[config.mk]
export PLATFORM = sky130hd
export DESIGN_NAME = ps2_rx_fifo
export DESIGN_NICKNAME = d
export VERILOG_FILES = /design/src/rtl/ps2_rx_fifo_pkg.sv /design/src/rtl/sync_fifo.sv /design/src/rtl/ps2_rx_fifo.sv
export SDC_FILE = /design/constraint.sdc
export NUM_CORES = 1
export LEC_CHECK = 0
export ABC_CLOCK_PERIOD_IN_PS = 3200
export BUFFER_PORTS_ARGS = -buffer_cell sky130_fd_sc_hd__buf_2
export CAP_MARGIN = 20
export CORE_MARGIN = 2
export CORE_UTILIZATION = 62
export DETAILED_ROUTE_END_ITERATION = 6
export GPL_TIMING_DRIVEN = 0
export PLACE_DENSITY = 0.79
export SLEW_MARGIN = 20
export SYNTH_ARGS = -nofsm -noshare
export SYNTH_HDL_FRONTEND = slang
export SYNTH_SLANG_ARGS = --single-unit
export TNS_END_PERCENT = 30
[constraint.sdc]
create_clock -name clk -period 3.2 [get_ports clk]
set_clock_uncertainty 0.05 [all_clocks]
set_input_delay 0.16 -clock clk [delete_from_list [all_inputs] [get_ports clk]]
set_output_delay 0.16 -clock clk [all_outputs]
set_load 0.005 [all_outputs]
[src/rtl/ps2_rx_fifo_pkg.sv]
// Shared definitions for the PS/2 receive path: FSM states, read-word
// bit positions and the memory-mapped register address.
package ps2_rx_fifo_pkg;

    typedef enum logic [1:0] {
        IDLE   = 2'd0,
        DATA   = 2'd1,
        PARITY = 2'd2,
        STOP   = 2'd3
    } ps2_state_t;

    localparam int          VALID_BIT = 15;
    localparam int          OVF_BIT   = 14;
    localparam logic [15:0] PS2_REG   = 16'hF000;

    // True when the eight data bits plus the parity bit hold an odd number of ones.
    function automatic logic odd_parity(input logic [8:0] bits);
        return ^bits;
    endfunction

endpackage

[src/rtl/sync_fifo.sv]
// Single-clock FIFO. A push into a full FIFO is accepted only when a pop
// happens in the same cycle, so the count stays put in that case.
module sync_fifo
    import ps2_rx_fifo_pkg::*;
#(
    parameter int WIDTH = 8,
    parameter int DEPTH = 16
) (
    input  logic             clk,
    input  logic             rst_n,
    input  logic             push,
    input  logic             pop,
    input  logic [WIDTH-1:0] din,
    output logic [WIDTH-1:0] dout,
    output logic             full,
    output logic             empty
);

    localparam int AW = $clog2(DEPTH);
    localparam int CW = AW + 1;

    logic [WIDTH-1:0] mem [DEPTH];
    logic [AW-1:0]    wr_ptr;
    logic [AW-1:0]    rd_ptr;
    logic [CW-1:0]    count;
    logic             wr_en;
    logic             rd_en;

    assign full  = (count == CW'(DEPTH));
    assign empty = (count == '0);
    assign rd_en = pop && !empty;
    assign wr_en = push && (!full || pop);
    assign dout  = mem[rd_ptr];

    // Storage array; contents need no reset since count gates visibility.
    always_ff @(posedge clk) begin
        if (wr_en) mem[wr_ptr] <= din;
    end

    // Pointers wrap naturally at DEPTH; count tracks occupancy.
    always_ff @(posedge clk or negedge rst_n) begin
        if (!rst_n) begin
            wr_ptr <= '0;
            rd_ptr <= '0;
            count  <= '0;
        end else begin
            if (wr_en) wr_ptr <= wr_ptr + 1'b1;
            if (rd_en) rd_ptr <= rd_ptr + 1'b1;
            case ({wr_en, rd_en})
                2'b10:   count <= count + 1'b1;
                2'b01:   count <= count - 1'b1;
                default: count <= count;
            endcase
        end
    end

endmodule

[src/rtl/ps2_rx_fifo.sv]
// PS/2 receiver: synchronizes and deglitches the device clock, decodes
// 11-bit frames, queues good bytes and presents them as a 16-bit read word.
module ps2_rx_fifo
    import ps2_rx_fifo_pkg::*;
#(
    parameter int FILTER_LEN = 4,
    parameter int TIMEOUT    = 50000,
    parameter int DEPTH      = 16
) (
    input  logic        clk,
    input  logic        rst_n,
    input  logic        ps2_clk,
    input  logic        ps2_data,
    input  logic        ren,
    output logic [15:0] data_out,
    output logic        frame_err
);

    localparam int FILT_W = $clog2(FILTER_LEN + 1);
    localparam int TMO_W  = $clog2(TIMEOUT + 1);

    logic              ps2_clk_p0, ps2_clk_p1;
    logic              ps2_data_p0, ps2_data_p1;
    logic              filt_clk, filt_prev;
    logic [FILT_W-1:0] filt_cnt;
    logic              bit_evt;

    ps2_state_t        state;
    logic [2:0]        bit_cnt;
    logic [7:0]        shift_q;
    logic              parity_q;
    logic [TMO_W-1:0]  tmo_cnt;
    logic              push;
    logic [7:0]        push_byte;

    logic              ovf;
    logic              ovf_set;
    logic [7:0]        head;
    logic              full, empty;
    logic [15:0]       rd_word;

    // Two-flop synchronizers; idle bus level is high.
    always_ff @(posedge clk or negedge rst_n) begin
        if (!rst_n) begin
            ps2_clk_p0  <= 1'b1;
            ps2_clk_p1  <= 1'b1;
            ps2_data_p0 <= 1'b1;
            ps2_data_p1 <= 1'b1;
        end else begin
            ps2_clk_p0  <= ps2_clk;
            ps2_clk_p1  <= ps2_clk_p0;
            ps2_data_p0 <= ps2_data;
            ps2_data_p1 <= ps2_data_p0;
        end
    end

    // Glitch filter: the level flips only after FILTER_LEN differing samples in a row.
    always_ff @(posedge clk or negedge rst_n) begin
        if (!rst_n) begin
            filt_clk  <= 1'b1;
            filt_prev <= 1'b1;
            filt_cnt  <= '0;
        end else begin
            filt_prev <= filt_clk;
            if (ps2_clk_p1 == filt_clk) begin
                filt_cnt <= '0;
            end else if (filt_cnt == FILT_W'(FILTER_LEN - 1)) begin
                filt_clk <= ps2_clk_p1;
                filt_cnt <= '0;
            end else begin
                filt_cnt <= filt_cnt + 1'b1;
            end
        end
    end

    assign bit_evt = filt_prev && !filt_clk;

    // Frame decoder with inactivity timeout; push and frame_err are one-cycle pulses.
    always_ff @(posedge clk or negedge rst_n) begin
        if (!rst_n) begin
            state     <= IDLE;
            bit_cnt   <= '0;
            shift_q   <= '0;
            parity_q  <= 1'b0;
            tmo_cnt   <= '0;
            push      <= 1'b0;
            push_byte <= '0;
            frame_err <= 1'b0;
        end else begin
            push      <= 1'b0;
            frame_err <= 1'b0;
            if (state != IDLE && !bit_evt && tmo_cnt == TMO_W'(TIMEOUT - 1)) begin
                state     <= IDLE;
                tmo_cnt   <= '0;
                frame_err <= 1'b1;
            end else begin
                if (bit_evt || state == IDLE) tmo_cnt <= '0;
                else                          tmo_cnt <= tmo_cnt + 1'b1;
                case (state)
                    IDLE: begin
                        if (bit_evt && !ps2_data_p1) begin
                            state   <= DATA;
                            bit_cnt <= '0;
                        end
                    end
                    DATA: begin
                        if (bit_evt) begin
                            shift_q <= {ps2_data_p1, shift_q[7:1]};
                            if (bit_cnt == 3'd7) state <= PARITY;
                            else                 bit_cnt <= bit_cnt + 1'b1;
                        end
                    end
                    PARITY: begin
                        if (bit_evt) begin
                            parity_q <= ps2_data_p1;
                            state    <= STOP;
                        end
                    end
                    STOP: begin
                        if (bit_evt) begin
                            if (ps2_data_p1 && odd_parity({shift_q, parity_q})) begin
                                push      <= 1'b1;
                                push_byte <= shift_q;
                            end else begin
                                frame_err <= 1'b1;
                            end
                            state <= IDLE;
                        end
                    end
                    default: state <= IDLE;
                endcase
            end
        end
    end

    sync_fifo #(
        .WIDTH (8),
        .DEPTH (DEPTH)
    ) u_fifo (
        .clk   (clk),
        .rst_n (rst_n),
        .push  (push),
        .pop   (ren),
        .din   (push_byte),
        .dout  (head),
        .full  (full),
        .empty (empty)
    );

    // A pop in the same cycle makes room, so only an unmatched push to a full FIFO overflows.
    assign ovf_set = push && full && !ren;

    // Read word assembled from the FIFO head and the overflow flag.
    always_comb begin
        rd_word            = '0;
        rd_word[VALID_BIT] = !empty;
        rd_word[OVF_BIT]   = ovf;
        rd_word[7:0]       = empty ? 8'h00 : head;
    end

    // Read register holds between ren cycles; overflow clears on read unless set again.
    always_ff @(posedge clk or negedge rst_n) begin
        if (!rst_n) begin
            data_out <= '0;
            ovf      <= 1'b0;
        end else begin
            if (ren) data_out <= rd_word;
            if (ovf_set)  ovf <= 1'b1;
            else if (ren) ovf <= 1'b0;
        end
    end

endmodule

==> run_results.csv <==
group,metric,value,unit
clock_network,numCtsBuffers,21,
grt,grt_overflow_total,0,
placement,placed_cells,705,
detailed_routing,first_pass_iters,5,
floorplanning,io_pins,22,
grt,antenna_found_initial,1,
grt,grt_pass1_vias,4722,
logic_synthesis,synth_edf_count,128,
placement,portBuffers,15,
floorplanning,die_w,119,microns
clock_network,clkTransAtPathRegs,0.06,ns
clock_network,cts_tree,"yes",
critical_path,endpoint_kind,"flop",
timing,max_slew.worst_pin.slew,0.846,ns
cells_and_area,fill_cells,763,
timing,finalCritPeriodShare,0.961,
status,outcome,"finished, final reports clean",
floorplanning,die_h,119,microns
cells_and_area,fin_area,9390,sq um
critical_path,start_kind,"flop",
cells_and_area,final_cell_mix,"edfxtp_1, dfrtp_1, nor2_1",
logic_synthesis,netlist_area,8250,sq um
floorplanning,dieArea,14200,sq um
job,cap_violations,0,
pwr,fin_total_pwr,7.90,mW
cells_and_area,fin_cells,751,
timing,drv_slew,0,
clock_network,clock_path_buffers,3,
timing,fin_crit,3.08,ns
placement,placed_area,8610,sq um
critical_path,worstPathRequired,3.52,ns
cells_and_area,multi_input_area,2420,sq um
detailed_routing,first_iter_violations,449,
placement,dp_hpwl,10100,microns
logic_synthesis,synth_top_area_share,0.466,
logic_synthesis,yosys.area.top_type,"edfxtp_1",
critical_path,crit_arrival,3.39,ns
logic_synthesis,synth_cells,508,
grt,grt_use_total,0.237,
logic_synthesis,postSynth.topFlopCell,"edfxtp_1",
logic_synthesis,seq_area_frac_synth,0.688,
logic_synthesis,ys_seq_elements,201,
timing,max_slew_margin,0.434,
timing,finalHoldViolations,0,
detailed_routing,viasPerCell,6.11,
cells_and_area,final-seq-area,5680,sq um
grt,grt_max_degree,38,
placement,gp_congestion,0.811,
clock_network,root_buffer,"clkbuf_16",
cells_and_area,n_antenna_cell,0,
pwr,power_density,841,nW/um^2
pwr,leakage,3.63,nW
critical_path,r2r_setup_slack,0.12,ns
floorplanning,row_count,42,
clock_network,htree_levels,1,
detailed_routing,drc_errors,0,
logic_synthesis,yosysWarnings,0,
timing,max_freq,0.325,GHz
clock_network,clk_latency,0.48,ns
floorplanning,start_util,0.628,
detailed_routing,vias,4589,
grt,grt_pass1_wl,25700,microns
detailed_routing,wl,16100,microns
cells_and_area,layout_commonest_cell,"edfxtp_1",
clock_network,clock-sinks,201,
pwr,peakVddDrop,0.000389,V
detailed_routing,antenna_left,0,
critical_path,path_max_fanout,9,
cells_and_area,area_growth,13.9,%
logic_synthesis,synthDistinctLibCells,47,
floorplanning,core_area,13100,sq um
logic_synthesis,ys_top_cells_by_area,"edfxtp_1, dfrtp_1, mux4_2",
critical_path,crit_type,"flop to flop",
worst_hold_path,worstHoldPathType,"input port to asynchronous set/reset pin",
timing,setup_viol,0,
logic_synthesis,async_flop_share,0.363,
cells_and_area,final_nets,583,
cells_and_area,layout-drive-gt1-share,0.249,
detailed_routing,wire_per_inst,21.4,microns
logic_synthesis,avgSynthCellArea,16.2,sq um
==> stage by stage <==
stage	hold WS (ns)	setup TNS (ns)	utilization	worst slack, ns
global route	0.195	-0.000835	0.715	-0.000835
floorplan	-0.186	0	-	0.267
detailed placement	0.112	-0.0399	0.655	-0.0399
finish	0.135	0	0.715	0.124
global placement	0.216	0	0.652	0.117
CTS	0.156	0	0.711	0.0348
==> area by class of cell <==
class / instances / area share
Multi-Input combinational cell: 263 / 0.257
Tap cell: 176 / 0.0234
Timing Repair Buffer: 25 / 0.0186
Inverter: 25 / 0.00999
Clock inverter: 9 / 0.0105
Clock buffer: 28 / 0.0617
Sequential cell: 201 / 0.605
Buffer: 24 / 0.0137
==> synthesized netlist by cell type, drive strengths merged, types with 2 or more instances <==
| master | number |
|---|---|
| nor3 | 9 |
| nand4 | 6 |
| o21ai | 12 |
| ha | 17 |
| nor3b | 2 |
| dfrtp | 67 |
| mux2 | 20 |
| o22ai | 10 |
| dfstp | 6 |
| a222oi | 2 |
| nand2b | 3 |
| edfxtp | 128 |
| nand3 | 11 |
| xor2 | 13 |
| nor4 | 2 |
| mux4 | 32 |
| buf | 16 |
| nand2 | 19 |
| xnor2 | 21 |
| nor2 | 41 |
| nor2b | 4 |
| a22o | 8 |
| nand3b | 2 |
| clkbuf | 8 |
| a221oi | 8 |
| inv | 25 |
| and2 | 2 |
==> power by group <==
part / switching (mW) / internal, mW
sequential: 0.323 / 3.10
clock: 0.958 / 1.43
combinational: 1.10 / 0.988
==> logic make-up after synthesis <==
kind of cell             synth area share
multiplexers                        0.115
AND/OR/NAND/NOR                    0.0634
adder cells (fa/ha/maj)            0.0258
flip-flops                          0.688
buffers and inverters              0.0270
XOR/XNOR                           0.0388
AO/OA/AOI/OAI                      0.0416
other                            0.000455
==> worst max-delay path, cell delays in order (launching register included) <==
cell and delay, ns:
dfrtp_2 0.43, or4_4 0.54, or3b_4 0.41, and2_4 0.17, buf_6 0.14, inv_2 0.09
ha_4 0.17, xor2_2 0.14, ha_2 0.20, nor2_1 0.05, a222oi_1 0.32, nor2_1 0.09
xor2_1 0.15
==> routing by layer <==
metal,GRT usage,share of wire
met5,0,0.00087
met4,0.0941,0.030
met3,0.0426,0.063
met2,0.390,0.50
met1,0.319,0.40
==> state kept, by name, indices dropped and copies added (netlist names) <==
| register | count |
|---|---|
| shift_q | 8 |
| filt_cnt | 3 |
| u_fifo.mem | 128 |
| frame_err | 1 |
| ps2_clk_p0 | 1 |
| ovf | 1 |
| u_fifo.count | 5 |
| ps2_data_p0 | 1 |
| bit_cnt | 3 |
| parity_q | 1 |
| data_out | 10 |
| filt_clk | 1 |
| push_byte | 8 |
| ps2_clk_p1 | 1 |
| filt_prev | 1 |
| u_fifo.wr_ptr | 4 |
| push | 1 |
| u_fifo.rd_ptr | 4 |
| ps2_data_p1 | 1 |
| tmo_cnt | 16 |
| state | 2 |
==> path summary, 6_finish.rpt <==
| path | from | to | cells past startpoint |
|---|---|---|---|
| max in group asynchronous | rst_n | ps2_data_p1 | 3 |
| worst max register to register | u_fifo.count[0] | u_fifo.count[4] | 12 |
| worst min register to register | ps2_clk_p0 | ps2_clk_p1 | 0 |
| worst max-delay path | u_fifo.count[0] | u_fifo.count[4] | 12 |
| min in group clk | ps2_data | ps2_data_p0 | 2 |
| worst min-delay path | rst_n | data_out[5] | 2 |
==> what timing repair did <==
item	in CTS	in global routing
hold buffers	4	0
pin swaps	0	2
endpoints found under the hold margin	39	0
gates resized for setup	2	8
setup endpoints to repair	1	2
buffers inserted	0	5
Power figures use the tool's default switching activity.
